File: src/rtl/rt_ibex_hws_seq_if.sv
`default_nettype none
// ============================================================================
//  Module      : rt_ibex_hws_pkg / rt_ibex_hws_seq_if
//  Description : Stacking-mode type and the handshake interface between the
//                core controller / hardware stacking unit and the sequencer.
//                Port summary (names are seen from the sequencer):
//                  entry_req_i / exit_req_i  : controller requests (level)
//                  entry_gnt_o / exit_gnt_o  : grant pulses back to controller
//                  tail_chain_o              : tail-chain pulse
//                  hws_start_o / hws_mode_o  : start pulse and mode to stacker
//                  hws_ack_o / hws_done_i    : ack pulse / registered done
//                  depth_o                   : nesting depth
//                  err_o / err_code_o        : sticky error and its cause
//  Revision    : 1.0 - initial release
// ============================================================================

package rt_ibex_hws_pkg;
    typedef enum logic {
        HWS_SAVE    = 1'b0,
        HWS_RESTORE = 1'b1
    } hw_stacking_mode_t;
endpackage

interface rt_ibex_hws_seq_if #(
    parameter int MAX_NEST = 4
);
    import rt_ibex_hws_pkg::*;

    localparam int DW = $clog2(MAX_NEST + 1);

    logic              entry_req_i;
    logic              exit_req_i;
    logic              entry_gnt_o;
    logic              exit_gnt_o;
    logic              tail_chain_o;
    logic              hws_start_o;
    hw_stacking_mode_t hws_mode_o;
    logic              hws_ack_o;
    logic              hws_done_i;
    logic [DW-1:0]     depth_o;
    logic              err_o;
    logic [1:0]        err_code_o;

    // Controller + stacking unit side
    modport master (
        output entry_req_i, exit_req_i, hws_done_i,
        input  entry_gnt_o, exit_gnt_o, tail_chain_o, hws_start_o,
               hws_mode_o, hws_ack_o, depth_o, err_o, err_code_o
    );

    // Sequencer side
    modport slave (
        input  entry_req_i, exit_req_i, hws_done_i,
        output entry_gnt_o, exit_gnt_o, tail_chain_o, hws_start_o,
               hws_mode_o, hws_ack_o, depth_o, err_o, err_code_o
    );
endinterface

`default_nettype wire

File: src/rtl/rt_ibex_hws_seq.sv
`default_nettype none
// ============================================================================
//  Module      : rt_ibex_hws_seq
//  Description : Sequencer in front of the RT-IBEX hardware stacking unit.
//                Converts interrupt-entry / mret-exit requests into SAVE and
//                RESTORE stacking runs, short-circuits tail-chains, tracks
//                nesting depth and flags overflow/underflow/timeout errors.
//                Ports:
//                  clk_i  : clock
//                  rst_i  : synchronous active-high reset
//                  bus    : rt_ibex_hws_seq_if.slave handshake bundle
//  Revision    : 1.0 - initial release
// ============================================================================

module rt_ibex_hws_seq
    import rt_ibex_hws_pkg::*;
#(
    parameter int MAX_NEST = 4,   // 1..15
    parameter int TIMEOUT  = 64   // 2..255
) (
    input  wire logic           clk_i,
    input  wire logic           rst_i,
    rt_ibex_hws_seq_if.slave    bus
);

    localparam int DW = $clog2(MAX_NEST + 1);

    localparam logic [DW-1:0] C_DEPTH_MAX = DW'(MAX_NEST);
    localparam logic [7:0]    C_TIMEOUT   = 8'(TIMEOUT);

    localparam logic [1:0] C_ERR_OVF = 2'b01;
    localparam logic [1:0] C_ERR_UNF = 2'b10;
    localparam logic [1:0] C_ERR_TO  = 2'b11;

    typedef enum logic [2:0] {
        S_IDLE  = 3'd0,
        S_START = 3'd1,
        S_WAIT  = 3'd2,
        S_GUARD = 3'd3,
        S_ERROR = 3'd4
    } state_t;

    state_t            state_q;
    hw_stacking_mode_t mode_q;
    logic [DW-1:0]     depth_q;
    logic [7:0]        cnt_q;
    logic [7:0]        cnt_d;
    logic              err_q;
    logic [1:0]        err_code_q;

    logic              w_tail;
    logic              w_ack;

    // Counter value one cycle after the current one
    assign cnt_d = cnt_q + 8'd1;

    // Both requests in IDLE: hand over directly to the next handler
    assign w_tail = (state_q == S_IDLE) && bus.entry_req_i && bus.exit_req_i;
    // Done is only honoured in WAIT; in GUARD it is the stale registered level
    assign w_ack  = (state_q == S_WAIT) && bus.hws_done_i;

    always_ff @(posedge clk_i) begin
        if (rst_i) begin
            state_q    <= S_IDLE;
            mode_q     <= HWS_SAVE;
            depth_q    <= '0;
            cnt_q      <= '0;
            err_q      <= 1'b0;
            err_code_q <= 2'b00;
        end else begin
            case (state_q)
                S_IDLE: begin
                    if (!(bus.entry_req_i && bus.exit_req_i)) begin
                        if (bus.exit_req_i && (depth_q == '0)) begin
                            err_q      <= 1'b1;
                            err_code_q <= C_ERR_UNF;
                            state_q    <= S_ERROR;
                        end else if (bus.entry_req_i && (depth_q == C_DEPTH_MAX)) begin
                            err_q      <= 1'b1;
                            err_code_q <= C_ERR_OVF;
                            state_q    <= S_ERROR;
                        end else if (bus.entry_req_i) begin
                            mode_q  <= HWS_SAVE;
                            state_q <= S_START;
                        end else if (bus.exit_req_i) begin
                            mode_q  <= HWS_RESTORE;
                            state_q <= S_START;
                        end
                    end
                end
                S_START: begin
                    // The start cycle itself counts as the first elapsed
                    // cycle, so the counter holds cycles-since-start in WAIT.
                    cnt_q   <= 8'd1;
                    state_q <= S_WAIT;
                end
                S_WAIT: begin
                    if (bus.hws_done_i) begin
                        if (mode_q == HWS_SAVE) begin
                            depth_q <= depth_q + 1'b1;
                        end else begin
                            depth_q <= depth_q - 1'b1;
                        end
                        state_q <= S_GUARD;
                    end else if (cnt_d == C_TIMEOUT) begin
                        err_q      <= 1'b1;
                        err_code_q <= C_ERR_TO;
                        state_q    <= S_ERROR;
                    end else begin
                        cnt_q <= cnt_d;
                    end
                end
                S_GUARD: begin
                    state_q <= S_IDLE;
                end
                S_ERROR: begin
                    state_q <= S_ERROR;
                end
                default: begin
                    state_q <= S_IDLE;
                end
            endcase
        end
    end

    assign bus.hws_start_o  = (state_q == S_START);
    assign bus.hws_ack_o    = w_ack;
    assign bus.hws_mode_o   = mode_q;
    assign bus.tail_chain_o = w_tail;
    assign bus.entry_gnt_o  = w_tail || (w_ack && (mode_q == HWS_SAVE));
    assign bus.exit_gnt_o   = w_tail || (w_ack && (mode_q == HWS_RESTORE));
    assign bus.depth_o      = depth_q;
    assign bus.err_o        = err_q;
    assign bus.err_code_o   = err_code_q;

endmodule

`default_nettype wire

File: src/flat_wrapper.sv
// flat-port wrapper written by rule: the top's interface ports become plain ports
module rt_ibex_hws_seq_flat import rt_ibex_hws_pkg::*;
#(
    parameter int MAX_NEST = 4,           
    parameter int TIMEOUT  = 64            
)
  (clk_i, rst_i, bus_entry_req_i, bus_exit_req_i, bus_hws_done_i, bus_entry_gnt_o, bus_exit_gnt_o, bus_tail_chain_o, bus_hws_start_o, bus_hws_mode_o, bus_hws_ack_o, bus_depth_o, bus_err_o, bus_err_code_o);
  rt_ibex_hws_seq_if #(.MAX_NEST(MAX_NEST)) bus_i ();
  input  wire logic clk_i;
  input  wire logic rst_i;
  input wire logic [$bits(bus_i.entry_req_i)-1:0] bus_entry_req_i;
  input wire logic [$bits(bus_i.exit_req_i)-1:0] bus_exit_req_i;
  input wire logic [$bits(bus_i.hws_done_i)-1:0] bus_hws_done_i;
  output wire logic [$bits(bus_i.entry_gnt_o)-1:0] bus_entry_gnt_o;
  output wire logic [$bits(bus_i.exit_gnt_o)-1:0] bus_exit_gnt_o;
  output wire logic [$bits(bus_i.tail_chain_o)-1:0] bus_tail_chain_o;
  output wire logic [$bits(bus_i.hws_start_o)-1:0] bus_hws_start_o;
  output wire logic [$bits(bus_i.hws_mode_o)-1:0] bus_hws_mode_o;
  output wire logic [$bits(bus_i.hws_ack_o)-1:0] bus_hws_ack_o;
  output wire logic [$bits(bus_i.depth_o)-1:0] bus_depth_o;
  output wire logic [$bits(bus_i.err_o)-1:0] bus_err_o;
  output wire logic [$bits(bus_i.err_code_o)-1:0] bus_err_code_o;
  assign bus_i.entry_req_i = bus_entry_req_i;
  assign bus_i.exit_req_i = bus_exit_req_i;
  assign bus_i.hws_done_i = bus_hws_done_i;
  assign bus_entry_gnt_o = bus_i.entry_gnt_o;
  assign bus_exit_gnt_o = bus_i.exit_gnt_o;
  assign bus_tail_chain_o = bus_i.tail_chain_o;
  assign bus_hws_start_o = bus_i.hws_start_o;
  assign bus_hws_mode_o = bus_i.hws_mode_o;
  assign bus_hws_ack_o = bus_i.hws_ack_o;
  assign bus_depth_o = bus_i.depth_o;
  assign bus_err_o = bus_i.err_o;
  assign bus_err_code_o = bus_i.err_code_o;
  rt_ibex_hws_seq #(.MAX_NEST(MAX_NEST), .TIMEOUT(TIMEOUT)) u_core (.clk_i(clk_i), .rst_i(rst_i), .bus(bus_i));
endmodule
File: config.mk
export PLATFORM = sky130hd
export DESIGN_NAME = rt_ibex_hws_seq_flat
export DESIGN_NICKNAME = d
export VERILOG_FILES = /design/src/rtl/rt_ibex_hws_seq_if.sv /design/src/rtl/rt_ibex_hws_seq.sv /design/src/flat_wrapper.sv
export SDC_FILE = /design/constraint.sdc
export NUM_CORES = 1
export LEC_CHECK = 0
export ABC_AREA = 1
export CORE_MARGIN = 4
export CORE_UTILIZATION = 50
export DETAILED_ROUTE_END_ITERATION = 10
export GPL_TIMING_DRIVEN = 0
export PLACE_DENSITY = 0.76
export SLEW_MARGIN = 20
export SYNTH_ARGS = -nofsm -noshare
export SYNTH_HDL_FRONTEND = slang
export SYNTH_SLANG_ARGS = --single-unit
File: constraint.sdc
create_clock -name clk_i -period 2.6 [get_ports clk_i]
set_clock_uncertainty 0.05 [all_clocks]
set_input_delay 0.26 -clock clk_i [delete_from_list [all_inputs] [get_ports clk_i]]
set_output_delay 0.26 -clock clk_i [all_outputs]
set_load 0.03 [all_outputs]
==> results.yml, run 1 <==
status:
  outcome: "finished clean"
pwr:
  p_leak_nw: 0.603
  ir_drop_mv: 0.504
  p_per_area_mw_per_mm2: 799
sta:
  hold_slack_ns: 0.416
  slew_headroom: 0.665
  rsz0062_at_grt: "false"
  period_share: 0.917
  setup_tns_ns: 0
  drv_slew: 0
  setup_viol: 0
  tightest_slew_ns: 0.503
  min_period_ns: 2.38
  hold_violations: 0
  max_freq_mhz: 419
setup_path:
  cp_common_cell: "inv_1"
  crit_path_max_fanout: 9
  r2r-end: "u_core.cnt_q[4]"
  critical_path_class: "reg -> out"
  reg2reg_depth: 10
  path_delay_family: "buffers and inverters"
  crit_path_end_kind: "output port"
  cp_cell_sequence: "inv_1, nor3_4, nand2_2, inv_1, clkdlybuf4s50_1"
  slowest_delay_ns: 0.68
  reg2reg_from: "u_core.cnt_q[1]"
  worstSetupStartpointType: "flip-flop"
  path_buf_inv: 3
  arrival_ns: 2.07
  cp_slowest_cell: "clkdlybuf4s50_1"
  regToRegSetupSlack_ns: 0.69
  critPathRequiredTime_ns: 2.29
hold_path:
  hold_start: "u_core.bus.err_o"
  holdPathEnd: "u_core.bus.err_o"
  hold_depth: 2
  hp-class: "reg -> reg"
route:
  drtIter0Drc: 45
  vias: 1139
  wl_per_cell_um: 11.9
  finalWirelength_mm: 2.61
  drt.antenna.violating_nets: 0
  vias_per_cell: 5.18
  drc: 0
  dr.pass1.iters: 4
cells_and_area:
  utilization: 0.662
  layout-drive-gt1-share: 0.0829
  antenna_cells: 0
  fillers: 203
  syn_to_final_growth_pct: 19.9
  layout.nets: 202
clocking:
  htreeDepth: 1
  clk_latency_ns: 0.29
  cts_max_path_buffers: 2
  hold_buffers: 0
  path_clk_slew_ns: 0.11
  cts_buffers: 3
  cts_root_buf: "clkbuf_4"
  clock-sinks: 18
  cts_tree: "built"
logic_synthesis:
  syn_area_sq_mm: 0.00113
  synth.largest_area_cell: "dfxtp_1"
  synth-edff-count: 0
  netlist.area_leader.share: 0.320
  syn-num-nets: 181
  yosysWarnings: 0
  synth_seq_cells: 18
  synthTopCellsByCount: "nand2_1, inv_1, nor2_1"
  synth_cell_types: 25
  netlist_instances: 174
  synth_area_leaders: "dfxtp_1, nand2_1, inv_1"
  yosysMostFrequentCell: "nand2_1"
  synth_seq_area_share: 0.320
  synth_ff_type: "dfxtp_1"
  async_flop_share: 0
  syn_area_per_cell_sq_um: 6.48
die:
  die_x_um: 55.5
  die_area_sq_mm: 0.00308
  fp.dieH_um: 55.5
  coreArea_sq_mm: 0.00204
  io_pins: 17
  start_util: 0.552
  core.rowCount: 16
global_route:
  grt_first_pass_wirelength_mm: 4.64
  grt_max_degree: 11
  gr-total-overflow: 0
  grt_use_total: 0.184
  antenna_found_initial: 0
  grt_pass1_vias: 1063
placed_design:
  dp_hpwl_mm: 1.95
  place_congestion: 0.810
  io_buffers: 16
flow_run:
  maxCapViolCount: 0
## tightest hold or removal path, stage by stage, from the launching register on
cell and delay, ns:
dfxtp_1 0.32, inv_1 0.05, a21oi_1 0.05
## per-layer routing
metal | part of all wire | track usage | vias to the layer above
met5 | 0 | 0 | -
met2 | 0.44 | 0.291 | 34
li1 | - | - | 597
met4 | 0.018 | 0.0729 | 0
met1 | 0.50 | 0.248 | 502
met3 | 0.047 | 0.0303 | 6
## layout make-up
| cell class | count | area [sq um] | area share |
|---|---|---|---|
| clock buffer | 3 | 22.5 | 0.0167 |
| multi-input combinational | 127 | 646 | 0.478 |
| sequential | 18 | 360 | 0.267 |
| buffer | 3 | 26.3 | 0.0194 |
| timing repair buffer | 16 | 165 | 0.122 |
| inverter | 26 | 97.6 | 0.0722 |
| tap | 27 | 33.8 | 0.0250 |
## stage by stage
step | power (mW) | cell area, sq um | setup slack (ns) | cells
3_5_place_dp | 0.941 | 1320 | 0.399 | 217
2_1_floorplan | 0.786 | 1130 | 0.625 | 174
5_1_grt | 1.18 | 1350 | 0.0692 | 220
4_1_cts | 1.08 | 1340 | 0.0543 | 220
6_report | 1.08 | 1350 | 0.216 | 220
3_3_place_gp | 0.923 | 1320 | 0.410 | 217
## cell usage in the layout (no fill, tap or decap), types with 2 or more instances in the layout
| cell | instances |
|---|---|
| dlymetal6s2s_1 | 2 |
| nor2_1 | 21 |
| inv_1 | 25 |
| nand3b_1 | 2 |
| clkdlybuf4s50_1 | 14 |
| o21ai_1 | 2 |
| buf_6 | 2 |
| a31oi_1 | 2 |
| nor3_1 | 3 |
| nand3_2 | 3 |
| a21oi_1 | 17 |
| a21boi_0 | 2 |
| dfxtp_1 | 18 |
| nand2_1 | 42 |
| nand3_1 | 13 |
| nor2_2 | 3 |
| o21ai_0 | 8 |
| clkbuf_4 | 3 |
## report_power, final
part	total, mW	internal, mW	switching [mW]	leakage, nW
Combinational	0.526	0.202	0.324	0.442
Clock	0.142	0.0539	0.0884	0.0138
Sequential	0.411	0.346	0.0650	0.147
Total	1.08	0.601	0.478	0.603
## what timing repair did
action / in CTS / in global routing
hold endpoints to repair: 0 / 0
buffers inserted: 0 / 0
setup endpoints to repair: 0 / 3
resized for setup: 0 / 3
## logic make-up after synthesis
| group | synth area share |
|---|---|
| fa+ha+maj | 0.0289 |
| buf+inv | 0.110 |
| compound gates | 0.144 |
| simple gates | 0.382 |
| flops | 0.320 |
| xor+xnor | 0.0155 |
## sequential cells by signal (all words and copies together), names as in the netlist
| name | count |
|---|---|
| u_core.bus.depth_o | 3 |
| u_core.bus.err_code_o | 2 |
| u_core.bus.err_o | 1 |
| u_core.bus.hws_mode_o | 1 |
| u_core.cnt_q | 8 |
| u_core.state_q | 3 |
## worst max-delay path by stage
stage,from,endpoint,slack (ns),depth (start not counted)
floorplan,u_core.state_q[0],u_core.cnt_q[0],0.62,6
global placement,u_core.state_q[1],bus_exit_gnt_o,0.41,5
detailed placement,u_core.state_q[1],bus_entry_gnt_o,0.40,5
CTS,u_core.state_q[1],bus_entry_gnt_o,0.05,5
global route,u_core.state_q[1],bus_hws_ack_o,0.07,5
finish,u_core.state_q[1],bus_hws_ack_o,0.22,5
Power figures use the tool's default switching activity.
==> run 2: changes to the inputs <==
Settings changed: SKIP_LAST_GASP set to 1.
==> results of run 2 <==
No change in the layout: final DEF, timing and power equal those of run 1.
